### config.mk
export PLATFORM = sky130hd
export DESIGN_NAME = stack_ctrl_flat
export DESIGN_NICKNAME = d
export VERILOG_FILES = /design/src/rtl/stack_ctrl_if.sv /design/src/rtl/stack_ctrl.sv /design/src/flat_wrapper.sv
export SDC_FILE = /design/constraint.sdc
export NUM_CORES = 1
export LEC_CHECK = 0
export ABC_AREA = 0
export CAP_MARGIN = 15
export CORE_MARGIN = 2
export CORE_UTILIZATION = 40
export DETAILED_ROUTE_END_ITERATION = 8
export HOLD_SLACK_MARGIN = 0.02
export PLACE_DENSITY = 0.72
export SLEW_MARGIN = 20
export SYNTH_ARGS = -nofsm -noshare
export SYNTH_HDL_FRONTEND = slang
export SYNTH_SLANG_ARGS = --single-unit
### constraint.sdc
create_clock -name clk -period 2.1 [get_ports clk]
set_input_delay 0.21 -clock clk [delete_from_list [all_inputs] [get_ports clk]]
set_output_delay 0.21 -clock clk [all_outputs]
set_load 0.01 [all_outputs]
### src/rtl/stack_ctrl_if.sv
// Stack RAM request bus between stack_ctrl (master) and RAM (slave).
interface stack_ctrl_if;
  logic [10:0] mem_addr;
  logic [7:0]  mem_wdata;
  logic        mem_we;
  logic        mem_re;
  logic        mem_ack;
  logic [7:0]  mem_rdata;

  modport master (
    output mem_addr,
    output mem_wdata,
    output mem_we,
    output mem_re,
    input  mem_ack,
    input  mem_rdata
  );

  modport slave (
    input  mem_addr,
    input  mem_wdata,
    input  mem_we,
    input  mem_re,
    output mem_ack,
    output mem_rdata
  );
endinterface

### src/rtl/stack_ctrl.sv
// Downward-growing stack sequencer with SP/overflow strobes for the CSR block.
// Optional: STACK_UNDERFLOW_TRAP_EN flags pop-on-empty as an overflow event.
module stack_ctrl #(
  parameter logic [10:0] STACK_TOP   = 11'h7FF,
  parameter logic [10:0] STACK_LIMIT = 11'h700
) (
  input  logic        clk,
  input  logic        reset,
  input  logic        push_req,
  input  logic [7:0]  push_data,
  input  logic        pop_req,
  output logic [7:0]  pop_data,
  output logic        pop_valid,
  input  logic        sp_load,
  input  logic [10:0] sp_load_val,
  output logic        busy,
  stack_ctrl_if.master mem,
  output logic [10:0] sp,
  output logic [2:0]  sp_msb,
  output logic        sp_msb_en,
  output logic        st_ovf,
  output logic        st_ovf_en
);

  localparam logic [10:0] SP_FULL = STACK_LIMIT - 11'd1;

  typedef enum logic [1:0] {
    IDLE,
    PUSH_WR,
    POP_RD
  } state_t;

  state_t      state_q, state_d;
  logic [10:0] sp_q, sp_d;
  logic [10:0] addr_q, addr_d;
  logic [7:0]  wdata_q, wdata_d;
  logic        we_q, we_d;
  logic        re_q, re_d;
  logic [7:0]  pdata_q, pdata_d;
  logic        pvalid_q, pvalid_d;
  logic        ovf_q, ovf_d;
  logic        ovf_en_q, ovf_en_d;
  logic        msb_en_q, msb_en_d;
  logic        init_q, init_d;

  logic do_load;
  logic do_push;
  logic do_pop;

  assign do_load = sp_load;
  assign do_push = push_req & ~sp_load;
  assign do_pop  = pop_req & ~push_req & ~sp_load;

  always_comb begin
    state_d  = state_q;
    sp_d     = sp_q;
    addr_d   = addr_q;
    wdata_d  = wdata_q;
    we_d     = we_q;
    re_d     = re_q;
    pdata_d  = pdata_q;
    pvalid_d = 1'b0;
    ovf_d    = ovf_q;
    ovf_en_d = 1'b0;
    init_d   = 1'b0;

    unique case (state_q)
      IDLE: begin
        unique case (1'b1)
          do_load: sp_d = sp_load_val;
          do_push: begin
            if (sp_q == SP_FULL) begin
              ovf_d    = 1'b1;
              ovf_en_d = 1'b1;
            end else begin
              state_d = PUSH_WR;
              addr_d  = sp_q;
              wdata_d = push_data;
              we_d    = 1'b1;
            end
          end
          do_pop: begin
            if (sp_q == STACK_TOP) begin
              pvalid_d = 1'b1;
              pdata_d  = 8'h00;
`ifdef STACK_UNDERFLOW_TRAP_EN
              ovf_d    = 1'b1;
              ovf_en_d = 1'b1;
`endif
            end else begin
              state_d = POP_RD;
              addr_d  = sp_q + 11'd1;
              re_d    = 1'b1;
            end
          end
          default: ;
        endcase
      end
      PUSH_WR: begin
        if (mem.mem_ack) begin
          state_d  = IDLE;
          we_d     = 1'b0;
          sp_d     = sp_q - 11'd1;
          ovf_d    = 1'b0;
          ovf_en_d = 1'b1;
        end
      end
      POP_RD: begin
        if (mem.mem_ack) begin
          state_d  = IDLE;
          re_d     = 1'b0;
          sp_d     = sp_q + 11'd1;
          pdata_d  = mem.mem_rdata;
          pvalid_d = 1'b1;
          ovf_d    = 1'b0;
          ovf_en_d = 1'b1;
        end
      end
      default: state_d = IDLE;
    endcase

    // init_q forces one resync pulse after reset
    msb_en_d = init_q | (sp_d[10:8] != sp_q[10:8]);
  end

  always_ff @(posedge clk) begin
    if (reset) begin
      state_q  <= IDLE;
      sp_q     <= STACK_TOP;
      addr_q   <= '0;
      wdata_q  <= '0;
      we_q     <= 1'b0;
      re_q     <= 1'b0;
      pdata_q  <= '0;
      pvalid_q <= 1'b0;
      ovf_q    <= 1'b0;
      ovf_en_q <= 1'b0;
      msb_en_q <= 1'b0;
      init_q   <= 1'b1;
    end else begin
      state_q  <= state_d;
      sp_q     <= sp_d;
      addr_q   <= addr_d;
      wdata_q  <= wdata_d;
      we_q     <= we_d;
      re_q     <= re_d;
      pdata_q  <= pdata_d;
      pvalid_q <= pvalid_d;
      ovf_q    <= ovf_d;
      ovf_en_q <= ovf_en_d;
      msb_en_q <= msb_en_d;
      init_q   <= init_d;
    end
  end

  assign busy          = (state_q != IDLE);
  assign sp            = sp_q;
  assign sp_msb        = sp_q[10:8];
  assign sp_msb_en     = msb_en_q;
  assign st_ovf        = ovf_q;
  assign st_ovf_en     = ovf_en_q;
  assign pop_data      = pdata_q;
  assign pop_valid     = pvalid_q;
  assign mem.mem_addr  = addr_q;
  assign mem.mem_wdata = wdata_q;
  assign mem.mem_we    = we_q;
  assign mem.mem_re    = re_q;

endmodule

### src/flat_wrapper.sv
// flat-port wrapper written by rule: the top's interface ports become plain ports
module stack_ctrl_flat 
#(
  parameter logic [10:0] STACK_TOP   = 11'h7FF,
  parameter logic [10:0] STACK_LIMIT = 11'h700
)
  (clk, reset, push_req, push_data, pop_req, pop_data, pop_valid, sp_load, sp_load_val, busy, sp, sp_msb, sp_msb_en, st_ovf, st_ovf_en, mem_mem_addr, mem_mem_wdata, mem_mem_we, mem_mem_re, mem_mem_ack, mem_mem_rdata);
  stack_ctrl_if mem_i ();
  input  logic clk;
  input  logic reset;
  input  logic push_req;
  input  logic [7:0] push_data;
  input  logic pop_req;
  output logic [7:0] pop_data;
  output logic pop_valid;
  input  logic sp_load;
  input  logic [10:0] sp_load_val;
  output logic busy;
  output logic [10:0] sp;
  output logic [2:0] sp_msb;
  output logic sp_msb_en;
  output logic st_ovf;
  output logic st_ovf_en;
  output wire logic [$bits(mem_i.mem_addr)-1:0] mem_mem_addr;
  output wire logic [$bits(mem_i.mem_wdata)-1:0] mem_mem_wdata;
  output wire logic [$bits(mem_i.mem_we)-1:0] mem_mem_we;
  output wire logic [$bits(mem_i.mem_re)-1:0] mem_mem_re;
  input wire logic [$bits(mem_i.mem_ack)-1:0] mem_mem_ack;
  input wire logic [$bits(mem_i.mem_rdata)-1:0] mem_mem_rdata;
  assign mem_mem_addr = mem_i.mem_addr;
  assign mem_mem_wdata = mem_i.mem_wdata;
  assign mem_mem_we = mem_i.mem_we;
  assign mem_mem_re = mem_i.mem_re;
  assign mem_i.mem_ack = mem_mem_ack;
  assign mem_i.mem_rdata = mem_mem_rdata;
  stack_ctrl #(.STACK_TOP(STACK_TOP), .STACK_LIMIT(STACK_LIMIT)) u_core (.clk(clk), .reset(reset), .push_req(push_req), .push_data(push_data), .pop_req(pop_req), .pop_data(pop_data), .pop_valid(pop_valid), .sp_load(sp_load), .sp_load_val(sp_load_val), .busy(busy), .mem(mem_i), .sp(sp), .sp_msb(sp_msb), .sp_msb_en(sp_msb_en), .st_ovf(st_ovf), .st_ovf_en(st_ovf_en));
endmodule
==> results.sh, run 1 <==
export IMPL_outcome="finished, final reports clean"
export IMPL_routed_wire_length_per_instance_microns=15.9
export IMPL_ff2ff_path_depth=9
export IMPL_grt_start_max_net_pins=48
export IMPL_critical_path_maximum_fanout=4
export IMPL_synth_seq_cells=47
export IMPL_chip_height_microns=86.7
export IMPL_cts_reportedPaths_clkPinSlew_ps=100
export IMPL_cts_htree_levels=2
export IMPL_antenna_cells=0
export IMPL_dr_total_vias=2832
export IMPL_average_cell_area_after_synthesis_sq_um=8.14
export IMPL_worstPathRequired_ps=2290
export IMPL_floorplan_core_area_sq_um=6720
export IMPL_placement_rows=30
export IMPL_globalRouteTotalUtil=0.224
export IMPL_finalHoldViolations=0
export IMPL_rr_endpoint="u_core.sp_msb_en$_SDFF_PP0_"
export IMPL_antenna_found_initial=0
export IMPL_synthesis_instances=336
export IMPL_finish_cell_count_without_fillers=520
export IMPL_clk_path_buf_depth=2
export IMPL_port_buffer_count=80
export IMPL_irDropWorstVdd_mv=0.404
export IMPL_via_count_normalized_by_instance_count=5.45
export IMPL_design_final_nets=478
export IMPL_number_of_nets_with_antenna_violations_after_detailed_routing=0
export IMPL_static_leakage_power_nw=1.59
export IMPL_synth_top_cell_by_area="sky130_fd_sc_hd__dfxtp_1"
export IMPL_place_gp_congestion=0.881
export IMPL_gr_usage_met3=0.0362
export IMPL_ctsRootBufferMaster="sky130_fd_sc_hd__clkbuf_8"
export IMPL_place_worst_setup_slack_ps=-168
export IMPL_share_of_the_clock_period_used_by_the_worst_path_after_layout=0.941
export IMPL_synth_compound_area_share=0.241
export IMPL_fin_hold_ws_ps=455
export IMPL_hold_path_end="u_core.pop_data[1]$_SDFFE_PP0P_"
export IMPL_worst_ep_arrival_time_ps=2170
export IMPL_ios=81
export IMPL_yosys_area_share_simple=0.218
export IMPL_grt_setup_unrepaired="true"
export IMPL_number_of_sinks_driven_by_the_clock_tree=47
export IMPL_multiInputGateArea_sq_um=1650
export IMPL_final_seq_area_sq_um=947
export IMPL_report_final_setup_viol=0
export IMPL_cts_hold_repair_buffers=0
export IMPL_crit_path_end_kind="register"
export IMPL_timing_final_ws_setup_ps=124
export IMPL_tightest_slew_ps=659
export IMPL_synth_top_cell_area_share=0.344
export IMPL_first_global_vias=2799
export IMPL_synth_adder_area_share=0.0274
export IMPL_postRouteWirelength_mm=8.28
export IMPL_initial_core_util=0.407
export IMPL_dr_pass1_iters=4
export IMPL_hold_path_depth=2
export IMPL_worst_hold_startpoint="u_core.pop_data[1]$_SDFFE_PP0P_"
export IMPL_worstSetupStartpointType="register"
export IMPL_count_of_max_cap_constraint_violations=0
export IMPL_cts_buffers=5
export IMPL_final_period_minus_worst_setup_slack_ps=1980
export IMPL_clk_insertion_delay_late_ps=310
export IMPL_finalSetupTns_ps=0
export IMPL_post_synth_xor_area_fraction=0.0576
export IMPL_headroom_to_the_max_slew_limit=0.549
export IMPL_postSynth_asyncResetShare=0
export IMPL_synth_edff_count=0
export IMPL_finalPower_mw=4.20
export IMPL_cts_tree="yes"
export IMPL_synth_lib_cells_used_distinct=57
export IMPL_grt_use_met1=0.303
export IMPL_detailed_place_area_sq_um=3870
export IMPL_num_fill_cells=624
export IMPL_setup_worst_path_class="register to register"
export IMPL_synth_warning_count=0
export IMPL_timing_fmax_mhz=506
export IMPL_regToRegStartpoint="u_core.sp[0]$_SDFFE_PP1P_"
export IMPL_dp_cells=511
export IMPL_min_delay_worst_type="register to register"
export IMPL_floorplan_die_area_sq_um=7520
export IMPL_die_w_microns=86.7
export IMPL_dr_iter_0_viols=170
export IMPL_layout_drive_gt1_share=0.180
export IMPL_synth_yosys_seq_area_share=0.344
export IMPL_cellPowerDensity_nw_per_um2=1040
export IMPL_dominantRegCellSynth="sky130_fd_sc_hd__dfxtp_1"
export IMPL_fraction_of_met2_tracks_used_by_global_routing=0.362
export IMPL_synthTopCellsByArea="sky130_fd_sc_hd__dfxtp_1, sky130_fd_sc_hd__nor2_1, sky130_fd_sc_hd__a21oi_1, sky130_fd_sc_hd__xnor2_1, sky130_fd_sc_hd__nand2_1"
export IMPL_mappedNetlistNets=375
export IMPL_r2r_slack_ps=120
export IMPL_yosys_mux_area_fraction=0.0371
export IMPL_post_route_drc_count=0
export IMPL_post_synth_instance_area_sq_um=2740
export IMPL_synthTopCellsByCount="sky130_fd_sc_hd__dfxtp_1, sky130_fd_sc_hd__nor2_1, sky130_fd_sc_hd__nand2_1"
export IMPL_top_count_cell_post_synth="sky130_fd_sc_hd__dfxtp_1"
export IMPL_area_growth_synth_to_final_pct=47.8
export IMPL_grt_overflow_total=0
export IMPL_globalRoute_busiestLayer="met2"
export IMPL_wire_length_of_the_first_global_routing_pass_mm=13.4
export IMPL_design_area_final_sq_um=4040
export IMPL_detailed_place_hpwl_mm=6.14
export IMPL_synth_top_family_by_area="compound AO/OA/AOI/OAI gates"
export IMPL_finish_utilization=0.602
export IMPL_maxSlewViolCount=0
export IMPL_final_setup_skew_ps=5.97
-- registers in the layout, summed over array words and instances (netlist names) --
name	flops
u_core.init_q	1
u_core.mem.mem_addr	11
u_core.mem.mem_re	1
u_core.mem.mem_wdata	8
u_core.mem.mem_we	1
u_core.pop_data	8
u_core.pop_valid	1
u_core.sp	11
u_core.sp_msb_en	1
u_core.st_ovf	1
u_core.st_ovf_en	1
u_core.state_q	2
-- area by class of cell --
| cell class | instances | area share |
|---|---|---|
| tap | 80 | 0.0248 |
| inverter | 9 | 0.00836 |
| clock inverter | 3 | 0.0115 |
| sequential | 47 | 0.234 |
| timing repair buffer | 128 | 0.297 |
| clock buffer | 5 | 0.0170 |
| multi-input combinational | 248 | 0.408 |
-- metal layers --
metal  share of wire  wire length (microns)
met1            0.46                   3790
met2            0.48                   3960
met3           0.041                    342
met4           0.023                    192
met5               0                      0
-- where the power goes --
group          switching [mW]  total, mW  internal [mW]
Clock                   0.337      0.696          0.359
Combinational            1.14       2.30           1.16
Sequential              0.152       1.21           1.06
-- cell usage in the layout (no fill, tap or decap), types with 4 or more instances in the layout --
cell | netlist | routed
sky130_fd_sc_hd__mux2i_1 | 9 | 9
sky130_fd_sc_hd__a22oi_1 | 5 | 5
sky130_fd_sc_hd__nor2b_1 | 7 | 7
sky130_fd_sc_hd__nor2_1 | 45 | 44
sky130_fd_sc_hd__a21oi_1 | 26 | 26
sky130_fd_sc_hd__a211oi_1 | 10 | 10
sky130_fd_sc_hd__o21ai_0 | 11 | 11
sky130_fd_sc_hd__clkdlybuf4s50_1 | 0 | 80
sky130_fd_sc_hd__dfxtp_1 | 47 | 42
sky130_fd_sc_hd__a221o_1 | 10 | 10
sky130_fd_sc_hd__nor3_1 | 7 | 7
sky130_fd_sc_hd__buf_4 | 8 | 45
sky130_fd_sc_hd__nand2_1 | 27 | 26
sky130_fd_sc_hd__xor2_1 | 6 | 6
sky130_fd_sc_hd__nand4_1 | 10 | 10
sky130_fd_sc_hd__xnor2_1 | 12 | 12
sky130_fd_sc_hd__inv_1 | 9 | 9
sky130_fd_sc_hd__nand3_1 | 8 | 8
sky130_fd_sc_hd__clkbuf_8 | 0 | 5
sky130_fd_sc_hd__dfxtp_2 | 0 | 5
sky130_fd_sc_hd__a21o_1 | 4 | 4
-- logic make-up after synthesis --
| group | Yosys count |
|---|---|
| adders and majority gates | 6 |
| xor gates and xnor gates | 18 |
| buffers and inverters | 41 |
| DFF | 47 |
| AOI/OAI and AO/OA | 92 |
| and+or+nand+nor | 122 |
| muxes | 10 |
-- repair_timing --
action | in CTS | in global routing
buffers inserted | 0 | 1
resized for setup | 3 | 12
endpoints found under the setup margin | 1 | 34
-- worst max-delay path by stage --
stage	from	to
global route	u_core.sp[1]$_SDFFE_PP1P_	u_core.sp_msb_en$_SDFF_PP0_
global placement	mem_mem_ack	u_core.sp_msb_en$_SDFF_PP0_
finish	u_core.sp[0]$_SDFFE_PP1P_	u_core.sp_msb_en$_SDFF_PP0_
floorplan	u_core.sp[0]$_SDFFE_PP1P_	u_core.sp_msb_en$_SDFF_PP0_
detailed placement	mem_mem_ack	u_core.sp[10]$_SDFF_PP1_
CTS	u_core.sp[0]$_SDFFE_PP1P_	u_core.sp_msb_en$_SDFF_PP0_
-- critical path: stages, from the launching register on --
cell                        delay [ps]
sky130_fd_sc_hd__dfxtp_2           360
sky130_fd_sc_hd__inv_1              50
sky130_fd_sc_hd__ha_2              180
sky130_fd_sc_hd__nor3b_1           130
sky130_fd_sc_hd__buf_4             160
sky130_fd_sc_hd__and4b_1           230
sky130_fd_sc_hd__o311ai_4          280
sky130_fd_sc_hd__nor2_1            100
sky130_fd_sc_hd__a2111oi_2         270
sky130_fd_sc_hd__a21oi_1           100
Power figures use the tool's default switching activity.
==> inputs of run 2 (changes only) <==
--- a/config.mk
+++ b/config.mk
@@ -7,11 +7,13 @@
 export LEC_CHECK = 0
 export ABC_AREA = 0
 export CAP_MARGIN = 15
+export CELL_PAD_IN_SITES_DETAIL_PLACEMENT = 1
+export CELL_PAD_IN_SITES_GLOBAL_PLACEMENT = 1
 export CORE_MARGIN = 2
-export CORE_UTILIZATION = 40
+export CORE_UTILIZATION = 31
 export DETAILED_ROUTE_END_ITERATION = 8
 export HOLD_SLACK_MARGIN = 0.02
-export PLACE_DENSITY = 0.72
+export PLACE_DENSITY_LB_ADDON = 0.1
 export SLEW_MARGIN = 20
 export SYNTH_ARGS = -nofsm -noshare
 export SYNTH_HDL_FRONTEND = slang
==> run 2 against run 1 <==
Via count is 2.5% higher; cell count is 6.9% higher; sequential power is essentially flat; sequential share of layout area shrank 0.33 points; critical path type unchanged; largest power group unchanged.
==> results.sh, run 2 (synthesis gave the netlist of run 1 again) <==
export IMPL_die_w_microns=97.9
export IMPL_tightest_slew_ps=608
export IMPL_clk_insertion_delay_late_ps=310
export IMPL_regToRegStartpoint="u_core.state_q[1]$_SDFFE_PP0P_"
export IMPL_floorplan_core_area_sq_um=8640
export IMPL_detailed_place_hpwl_mm=7.19
export IMPL_count_of_max_cap_constraint_violations=0
export IMPL_rr_endpoint="u_core.sp_msb_en$_SDFF_PP0_"
export IMPL_seqPwrFrac=0.284
export IMPL_ff2ff_path_depth=8
export IMPL_routed_wire_length_per_instance_microns=16.8
export IMPL_cts_reportedPaths_clkPinSlew_ps=100
export IMPL_area_growth_synth_to_final_pct=49.5
export IMPL_dr_total_vias=2904
export IMPL_critical_path_maximum_fanout=5
export IMPL_number_of_nets_with_antenna_violations_after_detailed_routing=0
export IMPL_worst_ep_arrival_time_ps=2200
export IMPL_dr_pass1_iters=4
export IMPL_worstSetupStartpointType="register"
export IMPL_crit_path_end_kind="register"
export IMPL_outcome="finished, final reports clean"
export IMPL_place_gp_congestion=0.830
export IMPL_share_of_the_clock_period_used_by_the_worst_path_after_layout=0.955
export IMPL_min_delay_worst_type="register to register"
export IMPL_static_leakage_power_nw=1.61
export IMPL_power_frac_clock=0.145
export IMPL_r2r_slack_ps=90
export IMPL_irDropWorstVdd_mv=0.382
export IMPL_clk_path_buf_depth=2
export IMPL_final_setup_skew_ps=8.34
export IMPL_num_fill_cells=1043
export IMPL_crit_end="u_core.sp_msb_en$_SDFF_PP0_"
export IMPL_layout_drive_gt1_share=0.183
export IMPL_layout_cells_most_common_list="sky130_fd_sc_hd__clkdlybuf4s50_1, sky130_fd_sc_hd__buf_4, sky130_fd_sc_hd__nor2_1, sky130_fd_sc_hd__dfxtp_1, sky130_fd_sc_hd__nand2_1"
export IMPL_postRouteWirelength_mm=9.32
export IMPL_antenna_found_initial=0
export IMPL_finalHoldViolations=0
export IMPL_finish_utilization=0.473
export IMPL_setup_worst_path_class="register to register"
export IMPL_post_route_drc_count=0
export IMPL_cts_hold_repair_buffers=0
export IMPL_floorplan_die_area_sq_um=9590
export IMPL_p_switching_mw=1.68
export IMPL_via_count_normalized_by_instance_count=5.22
export IMPL_critical_path_startpoint="u_core.state_q[1]$_SDFFE_PP0P_"
export IMPL_netSwitchingFraction=0.402
export IMPL_port_buffer_count=80
export IMPL_antenna_cells=0
export IMPL_cts_tree="yes"
export IMPL_grt_start_max_net_pins=28
export IMPL_cts_htree_levels=2
export IMPL_worstPathRequired_ps=2300
export IMPL_final_period_minus_worst_setup_slack_ps=2010
export IMPL_internal_power_mw=2.49
export IMPL_layout_commonest_cell="sky130_fd_sc_hd__clkdlybuf4s50_1"
export IMPL_report_final_setup_viol=0
export IMPL_timing_fmax_mhz=499
export IMPL_design_final_nets=486
export IMPL_maxSlewViolCount=0
export IMPL_initial_core_util=0.317
export IMPL_finalSetupTns_ps=0
export IMPL_power_share_of_the_combinational_group=0.571
export IMPL_dr_iter_0_viols=73
export IMPL_grt_overflow_total=0
export IMPL_cts_buffers=5
export IMPL_headroom_to_the_max_slew_limit=0.593
export IMPL_ctsRootBufferMaster="sky130_fd_sc_hd__clkbuf_8"
export IMPL_wire_length_of_the_first_global_routing_pass_mm=15.0
export IMPL_cellPowerDensity_nw_per_um2=1020
export IMPL_first_global_vias=3018
export IMPL_number_of_sinks_driven_by_the_clock_tree=47
export IMPL_ios=81
export IMPL_chip_height_microns=97.9
export IMPL_globalRouteTotalUtil=0.192
export IMPL_placement_rows=34
## run 2: per-layer routing
metal  track usage  vias to the layer above  part of all wire
met5             0                        -                 0
li1              -                     1425                 -
met3        0.0301                       10             0.032
met1         0.233                     1405              0.45
met2         0.353                       64              0.51
met4        0.0459                        0             0.017
## run 2: worst min-delay path by stage
stage / from / to / depth (start not counted)
CTS: u_core.pop_data[2]$_SDFFE_PP0P_ / u_core.pop_data[2]$_SDFFE_PP0P_ / 2
detailed placement: u_core.pop_data[2]$_SDFFE_PP0P_ / u_core.pop_data[2]$_SDFFE_PP0P_ / 2
global placement: u_core.pop_data[3]$_SDFFE_PP0P_ / u_core.pop_data[3]$_SDFFE_PP0P_ / 2
floorplan: reset / u_core.init_q$_DFF_P_ / 0
global route: u_core.pop_data[4]$_SDFFE_PP0P_ / u_core.pop_data[4]$_SDFFE_PP0P_ / 2
finish: u_core.pop_data[2]$_SDFFE_PP0P_ / u_core.pop_data[2]$_SDFFE_PP0P_ / 2
## run 2: critical path, stage by stage, from the launching register on
cell	delay (ps)
sky130_fd_sc_hd__dfxtp_2	380
sky130_fd_sc_hd__inv_1	70
sky130_fd_sc_hd__ha_1	200
sky130_fd_sc_hd__inv_2	110
sky130_fd_sc_hd__o21ai_0	90
sky130_fd_sc_hd__a221o_1	380
sky130_fd_sc_hd__a211o_1	270
sky130_fd_sc_hd__a2111oi_4	290
sky130_fd_sc_hd__a21oi_1	100
## run 2: area by class of cell
type                            count  area (sq um)  area share
Clock buffer                        7          86.3      0.0211
Clock inverter                      1          8.76     0.00214
Inverter                            9          33.8     0.00826
Multi-Input combinational cell    248          1630       0.400
Sequential cell                    47           945       0.231
Tap cell                          108           135      0.0330
Timing Repair Buffer              136          1250       0.305
## run 2: through the flow
stage          hold slack (ps)  total power, mW  cells  cell area (sq um)  worst slack (ps)
3_5_place_dp               450             3.52    546               3940              -227
6_report                   465             4.17    556               4090              94.4
3_3_place_gp               442             3.47    546               3940              -100
2_1_floorplan              238             2.50    336               2750             -24.2
5_1_grt                    490             4.44    556               4090             -5.16
4_1_cts                    468             4.18    556               4070              21.9
## run 2: timing repair
item	CTS	global route
endpoints found under the setup margin	16	20
buffers inserted	2	0
resized for setup	5	5
pin swaps	1	2
## run 2: power groups by stage
stage	Sequential, mW	Combinational (mW)	Clock [mW]
floorplan	1.24	1.26	0
global placement	1.20	2.27	0
detailed placement	1.21	2.31	0
CTS	1.19	2.37	0.628
global route	1.21	2.57	0.659
finish	1.19	2.38	0.605
==> inputs of run 3 (changes only) <==
--- a/config.mk
+++ b/config.mk
@@ -14,7 +14,6 @@
 export DETAILED_ROUTE_END_ITERATION = 8
 export HOLD_SLACK_MARGIN = 0.02
 export PLACE_DENSITY_LB_ADDON = 0.1
-export SLEW_MARGIN = 20
 export SYNTH_ARGS = -nofsm -noshare
 export SYNTH_HDL_FRONTEND = slang
 export SYNTH_SLANG_ARGS = --single-unit
==> results of run 3 <==
Final layout, timing and power as in run 2 (identical DEF).
